--- config.mk ---
export PLATFORM = sky130hd
export DESIGN_NAME = fetch_ctrl
export DESIGN_NICKNAME = d
export VERILOG_FILES = /design/src/rtl/cpu_types_pkg.sv /design/src/rtl/data_path_muxs_pkg.sv /design/src/rtl/redirect_buf.sv /design/src/rtl/fetch_ctrl.sv
export SDC_FILE = /design/constraint.sdc
export NUM_CORES = 1
export LEC_CHECK = 0
export ABC_CLOCK_PERIOD_IN_PS = 4900
export CORE_ASPECT_RATIO = 2
export CORE_MARGIN = 5
export CORE_UTILIZATION = 44
export CTS_CLUSTER_SIZE = 20
export DETAILED_ROUTE_END_ITERATION = 16
export PLACE_DENSITY_LB_ADDON = 0.25
export SYNTH_ARGS = -nofsm -noshare
export SYNTH_HDL_FRONTEND = slang
export SYNTH_SLANG_ARGS = --single-unit
--- constraint.sdc ---
create_clock -name CLK -period 4.9 [get_ports CLK]
set_input_delay 0.98 -clock CLK [delete_from_list [all_inputs] [get_ports CLK]]
set_output_delay 0.98 -clock CLK [all_outputs]
set_load 0.1 [all_outputs]
--- src/rtl/cpu_types_pkg.sv ---
// Basic CPU-wide data types.
package cpu_types_pkg;

    localparam int unsigned WordWidth = 32;

    typedef logic [WordWidth-1:0] word_t;

endpackage

--- src/rtl/data_path_muxs_pkg.sv ---
// Select encodings for datapath muxes and the fetch sequencer state type.
package data_path_muxs_pkg;

    typedef enum logic [1:0] {
        SEL_NPC,
        SEL_BRANCH,
        SEL_JUMP,
        SEL_JR
    } pc_mux_input_selection;

    typedef enum logic [1:0] {
        StRun,
        StPend,
        StHalted
    } fetch_state_t;

endpackage

--- src/rtl/redirect_buf.sv ---
// Single-entry holding register for a redirect that arrived while the PC was stalled.
module redirect_buf
    import cpu_types_pkg::*;
    import data_path_muxs_pkg::*;
(
    input  logic                  clk_i,
    input  logic                  rst_ni,
    input  logic                  capture_i,
    input  logic                  clear_i,
    input  pc_mux_input_selection sel_i,
    input  word_t                 jr_addr_i,
    input  logic [25:0]           load_addr_i,
    input  logic [15:0]           load_imm_i,
    output logic                  valid_o,
    output pc_mux_input_selection sel_o,
    output word_t                 jr_addr_o,
    output logic [25:0]           load_addr_o,
    output logic [15:0]           load_imm_o
);

    logic                  valid_q, valid_d;
    pc_mux_input_selection sel_q, sel_d;
    word_t                 jr_addr_q, jr_addr_d;
    logic [25:0]           load_addr_q, load_addr_d;
    logic [15:0]           load_imm_q, load_imm_d;

    // Clear wins over capture so a halt always leaves the buffer empty.
    always_comb begin
        valid_d     = valid_q;
        sel_d       = sel_q;
        jr_addr_d   = jr_addr_q;
        load_addr_d = load_addr_q;
        load_imm_d  = load_imm_q;
        if (clear_i) begin
            valid_d     = 1'b0;
            sel_d       = SEL_NPC;
            jr_addr_d   = '0;
            load_addr_d = '0;
            load_imm_d  = '0;
        end else if (capture_i) begin
            valid_d     = 1'b1;
            sel_d       = sel_i;
            jr_addr_d   = jr_addr_i;
            load_addr_d = load_addr_i;
            load_imm_d  = load_imm_i;
        end
    end

    always_ff @(posedge clk_i or negedge rst_ni) begin
        if (!rst_ni) begin
            valid_q     <= 1'b0;
            sel_q       <= SEL_NPC;
            jr_addr_q   <= '0;
            load_addr_q <= '0;
            load_imm_q  <= '0;
        end else begin
            valid_q     <= valid_d;
            sel_q       <= sel_d;
            jr_addr_q   <= jr_addr_d;
            load_addr_q <= load_addr_d;
            load_imm_q  <= load_imm_d;
        end
    end

    assign valid_o     = valid_q;
    assign sel_o       = sel_q;
    assign jr_addr_o   = jr_addr_q;
    assign load_addr_o = load_addr_q;
    assign load_imm_o  = load_imm_q;

endmodule

--- src/rtl/fetch_ctrl.sv ---
// PC sequencer: advance/hold decision, PC mux select, redirect buffering,
// sticky halt and a fetch watchdog.
module fetch_ctrl
    import cpu_types_pkg::*;
    import data_path_muxs_pkg::*;
#(
    parameter int unsigned WDOG_CYCLES = 1024
) (
    input  logic                  CLK,
    input  logic                  nRST,
    input  logic                  ihit,
    input  logic                  stall_req,
    input  logic                  halt_req,
    input  logic                  redirect_valid,
    input  pc_mux_input_selection redirect_sel,
    input  word_t                 redirect_jr_addr,
    input  logic [25:0]           redirect_load_addr,
    input  logic [15:0]           redirect_load_imm,
    output pc_mux_input_selection PCSrc,
    output logic                  pc_wait,
    output logic                  halt,
    output word_t                 jr_addr,
    output logic [25:0]           load_addr,
    output logic [15:0]           load_imm,
    output logic                  iREN,
    output logic                  flush_fetch,
    output logic                  fetch_timeout
);

    localparam int unsigned CntW = $clog2(WDOG_CYCLES) + 1;
    localparam logic [CntW-1:0] CntMax = CntW'(WDOG_CYCLES);

    fetch_state_t state_q, state_d;
    logic         halted, adv;

    logic                  buf_capture, buf_clear, buf_valid;
    pc_mux_input_selection buf_sel;
    word_t                 buf_jr_addr;
    logic [25:0]           buf_load_addr;
    logic [15:0]           buf_load_imm;

    pc_mux_input_selection eff_sel;
    word_t                 eff_jr_addr;
    logic [25:0]           eff_load_addr;
    logic [15:0]           eff_load_imm;

    logic [CntW-1:0] wdog_q, wdog_d;
    logic            timeout_q, timeout_d;

    assign halted = (state_q == StHalted);
    assign adv    = ihit & ~stall_req & ~halted;

    always_comb begin
        state_d       = state_q;
        buf_capture   = 1'b0;
        buf_clear     = 1'b0;
        flush_fetch   = 1'b0;
        eff_sel       = SEL_NPC;
        eff_jr_addr   = '0;
        eff_load_addr = '0;
        eff_load_imm  = '0;
        unique case (state_q)
            StRun: begin
                if (halt_req) begin
                    state_d   = StHalted;
                    buf_clear = 1'b1;
                end else if (redirect_valid) begin
                    flush_fetch = 1'b1;
                    if (adv) begin
                        eff_sel       = redirect_sel;
                        eff_jr_addr   = redirect_jr_addr;
                        eff_load_addr = redirect_load_addr;
                        eff_load_imm  = redirect_load_imm;
                    end else begin
                        buf_capture = 1'b1;
                        state_d     = StPend;
                    end
                end
            end
            StPend: begin
                // First redirect wins; later ones in this state are dropped.
                if (buf_valid) begin
                    eff_sel       = buf_sel;
                    eff_jr_addr   = buf_jr_addr;
                    eff_load_addr = buf_load_addr;
                    eff_load_imm  = buf_load_imm;
                end
                if (halt_req) begin
                    state_d   = StHalted;
                    buf_clear = 1'b1;
                end else if (adv) begin
                    state_d   = StRun;
                    buf_clear = 1'b1;
                end
            end
            StHalted: begin
                state_d = StHalted;
            end
            default: begin
                state_d   = StRun;
                buf_clear = 1'b1;
            end
        endcase
    end

    always_ff @(posedge CLK or negedge nRST) begin
        if (!nRST) begin
            state_q <= StRun;
        end else begin
            state_q <= state_d;
        end
    end

    redirect_buf u_redirect_buf (
        .clk_i       (CLK),
        .rst_ni      (nRST),
        .capture_i   (buf_capture),
        .clear_i     (buf_clear),
        .sel_i       (redirect_sel),
        .jr_addr_i   (redirect_jr_addr),
        .load_addr_i (redirect_load_addr),
        .load_imm_i  (redirect_load_imm),
        .valid_o     (buf_valid),
        .sel_o       (buf_sel),
        .jr_addr_o   (buf_jr_addr),
        .load_addr_o (buf_load_addr),
        .load_imm_o  (buf_load_imm)
    );

    // Targets not used by the effective select are driven to zero.
    assign PCSrc     = eff_sel;
    assign jr_addr   = (eff_sel == SEL_JR)     ? eff_jr_addr   : '0;
    assign load_addr = (eff_sel == SEL_JUMP)   ? eff_load_addr : '0;
    assign load_imm  = (eff_sel == SEL_BRANCH) ? eff_load_imm  : '0;

    assign pc_wait = ~adv | halt_req;
    assign iREN    = ~halted;
    assign halt    = halted;

    always_comb begin
        wdog_d = wdog_q;
        if (ihit) begin
            wdog_d = '0;
        end else if (iREN && (wdog_q != CntMax)) begin
            wdog_d = wdog_q + CntW'(1);
        end
        timeout_d = timeout_q | (wdog_d == CntMax);
    end

    always_ff @(posedge CLK or negedge nRST) begin
        if (!nRST) begin
            wdog_q    <= '0;
            timeout_q <= 1'b0;
        end else begin
            wdog_q    <= wdog_d;
            timeout_q <= timeout_d;
        end
    end

    assign fetch_timeout = timeout_q;

endmodule

==> flow_summary.ini, run 1 <==
[pwr]
pwr-share-seq = 0.447
p_total_mw = 2.79
switching_share = 0.331
p_switching_uw = 924
combinationalPowerShare = 0.291
p_per_area_nw_per_um2 = 368
intPower_mw = 1.86
leakage_nw = 2.98
clkPwrFrac = 0.262
peakVddDrop_v = 0.000286

[sta]
finalHoldViolCount = 0
relSlewSlack = 0.249
fin_crit_ps = 4630
drv_slew = 0
worst_pin_slew_ps = 1130
setup_viol = 0
timing.hold.ws_ps = 468
final.setup.worst_slack_ps = 268
rsz0062_at_grt = false
finalCritPeriodShare = 0.945
max_freq_mhz = 216
finalClockSkew_ps = 7.57

[synthesis]
yosysSeqAreaShare = 0.480
synth_ff_type = dfrtp_1
syn_inst = 466
syn_avg_cell_area_um2 = 10.2
syn_nets = 550
synth-edff-count = 0
ys_types = 47
yosys_warnings = 0
syn_area_um2 = 4740
ys_ff_latch = 91
async_flop_share = 1.00

[worst_setup_path]
path_cells = clkdlybuf4s50_1 > nor4b_4 > and2_2 > a32o_1 > a32oi_4 > buf_4 > nor2_2 > buf_12
cpMaxStageDelayCell = a32oi_4
cp_max_fo = 24
crit_path_end_kind = output port
crit_type = primary input to output port
cp.arrival_ps = 3650
required_ps = 3920
cp-start-kind = primary input
max_stage_delay_ps = 880

[clock_tree]
htreeDepth = 3
clockBufferDepth = 2
postCtsSetupBuffers = 0
cts_buffers = 9
cts_tree = done
cts.repair.resized = 0
root_buffer = clkbuf_16
path_clk_slew_ps = 60
clkLatencyLatePin_ps = 340
ctsHoldBuffers = 0
cts.sinks = 91

[floorplan]
rows = 53
dieArea_um2 = 13100
die_w_um = 83.4
coreArea_um2 = 10500
fp.dieH_um = 157
initial_utilization = 0.450
ios = 163

[global_routing]
grtUsageTotal = 0.237
grt_pass1_wl_um = 24800
grt_antenna_before_repair = 1
first_global_vias = 4639
overflow = 0
grt_start_max_net_pins = 67

[layout]
mostFrequentLayoutCells = 91 x dfrtp_1, 83 x clkdlybuf4s50_1, 76 x a22o_1, 76 x buf_12, 74 x a22oi_1
mostFrequentLayoutCell = dfrtp_1
fin_area_um2 = 7580
area_delta_synth_final_pct = 59.9
final_util = 0.719
fin_nets = 690
drive_gt1_frac = 0.262

[detailed_routing]
num_vias = 4440
drtIter0Drc = 244
drt-total-wl_um = 15600
ant_nets = 0
vias_per_cell = 5.92
drc = 0
drt_first_pass_iters = 5
wl_per_cell_um = 20.8

[place]
hpwlAfterDp_um = 11000
gp_congestion = 0.879
io_buffers = 162
preCtsSetupSlack_ps = 266
dpl_cell_area_um2 = 7270

[worst_hold_path]
hp-class = register to register

[flow_run]
maxCapViolCount = 0

[run_status]
status = finished clean
flip-flops by register name, indices dropped and copies added (netlist names):
name,count
u_redirect_buf.jr_addr_o,32
u_redirect_buf.load_addr_o,26
u_redirect_buf.load_imm_o,16
wdog_q,11
state_q,2
u_redirect_buf.sel_o,2
fetch_timeout,1
u_redirect_buf.valid_o,1
worst paths after layout:
path	endpoint	cells past startpoint	from	slack, ps
worst min register to register	fetch_timeout$_DFF_PN0_	2	fetch_timeout$_DFF_PN0_	470
max in group asynchronous	u_redirect_buf.jr_addr_o[3]$_DFFE_PN0P_	2	nRST	3290
min in group asynchronous	wdog_q[1]$_DFF_PN0_	1	nRST	700
worst max-delay path	jr_addr[8]	8	halt_req	270
worst min-delay path	fetch_timeout$_DFF_PN0_	2	fetch_timeout$_DFF_PN0_	470
worst max register to register	fetch_timeout$_DFF_PN0_	6	state_q[1]$_DFFE_PN0P_	2260
per-stage QoR:
stage,setup TNS [ps],instances
floorplan,-8440,466
global placement,0,732
detailed placement,0,732
CTS,0,748
global route,0,749
finish,0,750
Yosys cell counts (2+ instances only):
| cell | number | share of area |
|---|---|---|
| inv_1 | 9 | 0.0071 |
| clkbuf_1 | 17 | 0.013 |
| a22o_1 | 76 | 0.14 |
| and2_1 | 3 | 0.0040 |
| nand2_1 | 13 | 0.010 |
| and3_1 | 2 | 0.0026 |
| buf_4 | 6 | 0.0095 |
| nand3_1 | 4 | 0.0042 |
| nor3_1 | 2 | 0.0021 |
| a31oi_1 | 4 | 0.0053 |
| o31a_1 | 2 | 0.0037 |
| buf_2 | 17 | 0.018 |
| a22oi_1 | 74 | 0.12 |
| buf_6 | 5 | 0.012 |
| a21oi_1 | 2 | 0.0021 |
| xnor2_1 | 7 | 0.013 |
| nand4_1 | 3 | 0.0040 |
| nor4b_2 | 4 | 0.013 |
| nor2b_1 | 2 | 0.0026 |
| dfrtp_1 | 91 | 0.48 |
| xor2_1 | 3 | 0.0055 |
| ha_1 | 2 | 0.0053 |
| o21ai_0 | 4 | 0.0042 |
| nor2_1 | 90 | 0.071 |
| a211o_1 | 2 | 0.0037 |
power by group through the flow:
stage	Combinational [mW]	Clock, mW	Sequential (mW)
floorplan	0.599	0	1.19
global placement	0.778	0	1.23
detailed placement	0.813	0	1.25
CTS	0.818	0.740	1.24
global route	0.873	0.771	1.28
finish	0.812	0.729	1.25
metal layers:
metal	routed length, um	up-vias	GRT usage
met3	1010	33	0.0569
met4	671	0	0.129
li1	-	2033	-
met2	8430	187	0.415
met5	0	-	0
met1	5490	2187	0.264
kinds of logic after synthesis:
kind of cell	synth area share
buf+inv	0.0607
flops	0.480
fa+ha+maj	0.00528
compound gates	0.307
mux	0.00449
xor+xnor	0.0185
simple gates	0.124
area by class of cell:
| type | count | area (um2) |
|---|---|---|
| Fill cell | 709 | 2960 |
| Sequential cell | 91 | 2280 |
| Tap cell | 137 | 171 |
| Inverter | 10 | 37.5 |
| Antenna cell | 2 | 5.00 |
| Clock buffer | 11 | 233 |
| Timing Repair Buffer | 174 | 2460 |
| Multi-Input combinational cell | 320 | 2320 |
| Clock inverter | 5 | 77.6 |
critical path, delay by kind of cell:
family                 cells  cell delay [ps]
AOI/OAI and AO/OA          2             1170
buffers and inverters      3             1090
and+or+nand+nor            3              400
No activity file was read; power rests on OpenSTA's default activity.
==> run 2, diff against run 1 <==
--- a/config.mk
+++ b/config.mk
@@ -11,6 +11,7 @@
 export CORE_UTILIZATION = 44
 export CTS_CLUSTER_SIZE = 20
 export DETAILED_ROUTE_END_ITERATION = 16
+export GPL_ROUTABILITY_DRIVEN = 0
 export PLACE_DENSITY_LB_ADDON = 0.25
 export SYNTH_ARGS = -nofsm -noshare
 export SYNTH_HDL_FRONTEND = slang
==> run 2 against run 1 <==
Net effect:
- wire length decreased by 1.3%
- cell area about the same
- clock skew decreased by 2.5 ps
- hold slack improved by 18 ps
- largest cell class unchanged
==> flow_summary.ini, run 2 (synthesized netlist as in run 1, its figures left out) <==
[detailed_routing]
num_vias = 4458
top_layer = met4
met3WireLength_um = 1000
vias_per_cell = 5.94
wl_met1_um = 5410
met2_length_um = 8250
drc = 0
ant_nets = 0
drt-total-wl_um = 15400
wl_per_cell_um = 20.5
drt_first_pass_iters = 5
drtIter0Drc = 302

[floorplan]
coreArea_um2 = 10500
initial_utilization = 0.450
ios = 163
dieArea_um2 = 13100
die_w_um = 83.4
rows = 53
fp.dieH_um = 157

[layout]
mostFrequentLayoutCell = dfrtp_1
area_delta_synth_final_pct = 60.0
fin_nets = 690
n_fill_cell = 743
final_util = 0.720
mostFrequentLayoutCells = 91 x dfrtp_1, 83 x clkdlybuf4s50_1, 76 x a22o_1, 76 x buf_12, 74 x a22oi_1
drive_gt1_frac = 0.264
largest_reg_flops = 32

[worst_setup_path]
cpMaxStageDelayCell = a32oi_4
path_cells = clkdlybuf4s50_1 > nor4b_4 > and2_2 > a32o_1 > a32oi_4 > buf_4 > nor2_2 > buf_12
cp-start-kind = primary input
cp.arrival_ps = 3680
path_buf_inv = 3
max_stage_delay_ps = 890
required_ps = 3920
crit_type = primary input to output port
cpLargestDelayFamily = compound AO/OA/AOI/OAI gates
crit_path_end_kind = output port
cp_max_fo = 24

[clock_tree]
cts.repair.resized = 0
cts_buffers = 9
htreeDepth = 3
ctsHoldBuffers = 0
root_buffer = clkbuf_16
clkLatencyLatePin_ps = 330
clockBufferDepth = 2
postCtsSetupBuffers = 0
cts.sinks = 91
cts_tree = done
path_clk_slew_ps = 60

[global_routing]
overflow = 0
grtUsageTotal = 0.237
first_global_vias = 4671
grt_antenna_before_repair = 2
grt_start_max_net_pins = 67
grt_pass1_wl_um = 24800

[sta]
rsz0062_at_grt = false
fin_crit_ps = 4660
finalHoldViolCount = 0
max_freq_mhz = 214
drv_slew = 0
finalClockSkew_ps = 5.09
timing.hold.ws_ps = 487
finalCritPeriodShare = 0.952
worst_pin_slew_ps = 1140
setup_viol = 0
relSlewSlack = 0.238

[flow_run]
maxCapViolCount = 0

[pwr]
p_switching_uw = 915
p_total_mw = 2.77
clkPwrFrac = 0.260
p_per_area_nw_per_um2 = 365
leakage_nw = 2.98
switching_share = 0.330
peakVddDrop_v = 0.000408
combinationalPowerShare = 0.290
pwr-share-seq = 0.450
intPower_mw = 1.85

[place]
io_buffers = 162
hpwlAfterDp_um = 10900

[worst_hold_path]
hp-class = register to register

[run_status]
status = finished clean
run 2: cell types whose count changed in the layout (fill, tap and decap cells not counted):
| cell | previous run | this run |
|---|---|---|
| clkinvlp_4 | 1 | 2 |
| clkbuf_8 | 0 | 3 |
| clkbuf_1 | 2 | 1 |
| clkinv_2 | 2 | 0 |
| bufinv_16 | 2 | 1 |
run 2: layer usage:
metal,vias up,global-route usage
li1,2027,-
met1,2191,0.269
met2,202,0.409
met3,38,0.0532
met4,0,0.131
met5,-,0
run 2: per-stage QoR:
stage / setup slack [ps] / cell area [um2] / TNS [ps] / instances
after CTS: 211 / 7580 / 0 / 748
final: 236 / 7590 / 0 / 750
after detailed placement: 219 / 7270 / 0 / 732
after floorplan: -276 / 4850 / -8440 / 466
after global placement: 300 / 7270 / 0 / 732
after global routing: 107 / 7590 / 0 / 750
run 2: power by group through the flow:
| stage | combinational (mW) | sequential [mW] | clock [mW] |
|---|---|---|---|
| after detailed placement | 0.803 | 1.25 | 0 |
| after global routing | 0.868 | 1.28 | 0.767 |
| after CTS | 0.809 | 1.24 | 0.733 |
| final | 0.802 | 1.25 | 0.721 |
| after global placement | 0.776 | 1.23 | 0 |
| after floorplan | 0.599 | 1.19 | 0 |
run 2: final cells by class:
class                   instances  area [um2]  share of cell area
diodes                          2        5.00            0.000660
repair buffers                174        2460               0.325
well taps                     137         171              0.0226
multi-input cells             320        2320               0.305
clock buffers                  13         270              0.0356
clock inverters                 3        45.0             0.00594
inverters                      10        37.5             0.00495
flip-flops and latches         91        2280               0.300
run 2: worst paths after layout:
path,startpoint,to,slack [ps],depth (start not counted)
max reg2reg,state_q[1]$_DFFE_PN0P_,fetch_timeout$_DFF_PN0_,2220,6
min in group asynchronous,nRST,wdog_q[0]$_DFF_PN0_,650,1
max,halt_req,jr_addr[5],240,8
max in group asynchronous,nRST,u_redirect_buf.load_addr_o[8]$_DFFE_PN0P_,3250,2
min reg2reg,fetch_timeout$_DFF_PN0_,fetch_timeout$_DFF_PN0_,490,2
min,fetch_timeout$_DFF_PN0_,fetch_timeout$_DFF_PN0_,490,2
run 2: worst min-delay path: cells and delay by family (launching register included):
kind	cells	cell delay [ps]
flip-flops	1	360
buffers and inverters	1	60
AO/OA/AOI/OAI	1	40
==> run 3, diff against run 2 <==
--- a/config.mk
+++ b/config.mk
@@ -11,6 +11,7 @@
 export CORE_UTILIZATION = 44
 export CTS_CLUSTER_SIZE = 20
 export DETAILED_ROUTE_END_ITERATION = 16
+export DONT_BUFFER_PORTS = 1
 export GPL_ROUTABILITY_DRIVEN = 0
 export PLACE_DENSITY_LB_ADDON = 0.25
 export SYNTH_ARGS = -nofsm -noshare
==> run 3 against run 2 <==
Net effect:
- combinational power shrank 14%
- sequential power barely moved
- via count shrank 6.8%
==> flow_summary.ini, run 3 (synthesized netlist as in run 1, its figures left out) <==
[run_status]
status = finished clean

[layout]
drive_gt1_frac = 0.359
final_util = 0.601
mostFrequentLayoutCell = dfrtp_1
antenna_cells = 0
n_fill_cell = 852
fin_nets = 602
mostFrequentLayoutCells = 91 x dfrtp_1, 76 x a22o_1, 74 x a22oi_1, 74 x nor2_2, 46 x buf_4
multiInputGateArea_um2 = 2400
largest_reg_flops = 32
seqCellArea_um2 = 2280
area_delta_synth_final_pct = 33.7

[clock_tree]
cts.sinks = 91
cts_tree = done
root_buffer = clkbuf_16
cts_buffers = 9
clockBufferDepth = 2
clkLatencyLatePin_ps = 330
cts.repair.resized = 0
postCtsSetupBuffers = 0
path_clk_slew_ps = 60
ctsHoldBuffers = 0
htreeDepth = 3

[place]
preCtsSetupSlack_ps = 980
io_buffers = 0
hpwlAfterDp_um = 9910

[floorplan]
fp.dieH_um = 157
coreArea_um2 = 10500
ios = 163
initial_utilization = 0.450
rows = 53
die_w_um = 83.4
dieArea_um2 = 13100

[pwr]
peakVddDrop_v = 0.000263
leakage_nw = 2.53
p_per_area_nw_per_um2 = 417

[worst_setup_path]
path_buf_inv = 2
path_depth = 7
path_cells = nor2b_1 > and2_2 > a32o_1 > a32oi_4 > buf_4 > nor2_2 > buf_12
cp.arrival_ps = 2950
r2r_cells = 7
cp_max_fo = 23
cpLargestDelayFamily = simple AND/OR/NAND/NOR gates
crit_path_end_kind = output port
max_stage_delay_ps = 530
required_ps = 3920
crit_type = primary input to output port
cpMaxStageDelayCell = nor2b_1
cp-start-kind = primary input

[detailed_routing]
drt_first_pass_iters = 5
drtIter0Drc = 277
vias_per_cell = 6.32
drt-total-wl_um = 13800
num_vias = 4157
ant_nets = 0
drc = 0
wl_per_cell_um = 21.0

[global_routing]
overflow = 0
grt_antenna_before_repair = 0
grtUsageTotal = 0.213
grt_start_max_net_pins = 92
first_global_vias = 4421
grt_pass1_wl_um = 22600

[sta]
final.setup.worst_slack_ps = 966
max_freq_mhz = 254
finalHoldViolCount = 0
finalClockSkew_ps = 7.43
worst_pin_slew_ps = 1070
drv_slew = 0
setup_viol = 0
fin_crit_ps = 3930
relSlewSlack = 0.286
finalCritPeriodShare = 0.803
rsz0062_at_grt = false

[flow_run]
maxCapViolCount = 0

[worst_hold_path]
hp-class = primary input to asynchronous set/reset pin
-- run 3: path summary, 6_finish.rpt --
check,from,to,slack [ps]
max,ihit,jr_addr[30],970
min,nRST,wdog_q[1]$_DFF_PN0_,340
max reg2reg,state_q[1]$_DFFE_PN0P_,fetch_timeout$_DFF_PN0_,1500
min reg2reg,u_redirect_buf.jr_addr_o[21]$_DFFE_PN0P_,u_redirect_buf.jr_addr_o[21]$_DFFE_PN0P_,500
max in group asynchronous,nRST,u_redirect_buf.load_addr_o[21]$_DFFE_PN0P_,4390
min in group CLK,u_redirect_buf.jr_addr_o[21]$_DFFE_PN0P_,u_redirect_buf.jr_addr_o[21]$_DFFE_PN0P_,500
-- run 3: per-layer routing --
layer / routed length [um] / share of wire / up-vias / GRT usage
li1: - / - / 1845 / -
met1: 5100 / 0.37 / 2103 / 0.233
met2: 7250 / 0.52 / 175 / 0.378
met3: 983 / 0.071 / 34 / 0.0638
met4: 520 / 0.038 / 0 / 0.0998
met5: 0 / 0 / - / 0
-- run 3: stage by stage --
step                      hold WS (ps)  cells  area [um2]  TNS [ps]  power, mW
after floorplan                    467    466        4850     -8440       1.79
after global placement             483    644        6040         0       1.91
after detailed placement           483    644        6040         0       1.94
after CTS                          326    658        6340         0       2.66
after global routing               325    658        6340         0       2.78
final                              338    658        6340         0       2.64
-- run 3: cell type report --
cell class,count,share of cell area
Clock inverter,3,0.0103
Tap cell,137,0.0270
Inverter,10,0.00592
Timing Repair Buffer,86,0.182
Sequential cell,91,0.359
Multi-Input combinational cell,320,0.379
Clock buffer,11,0.0367
-- run 3: where the power goes --
| part | leakage (nW) | internal, mW | switching (mW) |
|---|---|---|---|
| Clock | 0.145 | 0.441 | 0.267 |
| Combinational | 1.16 | 0.299 | 0.392 |
| Sequential | 1.22 | 1.05 | 0.194 |
| Total | 2.53 | 1.79 | 0.853 |
-- run 3: worst register-to-register path, stage by stage (launching register included) --
cell and delay (ps):
dfrtp_1 490, nand2b_1 810, buf_4 330, inv_2 290, nor4b_1 450, mux2_2 390, a211o_1 240, o41ai_2 300
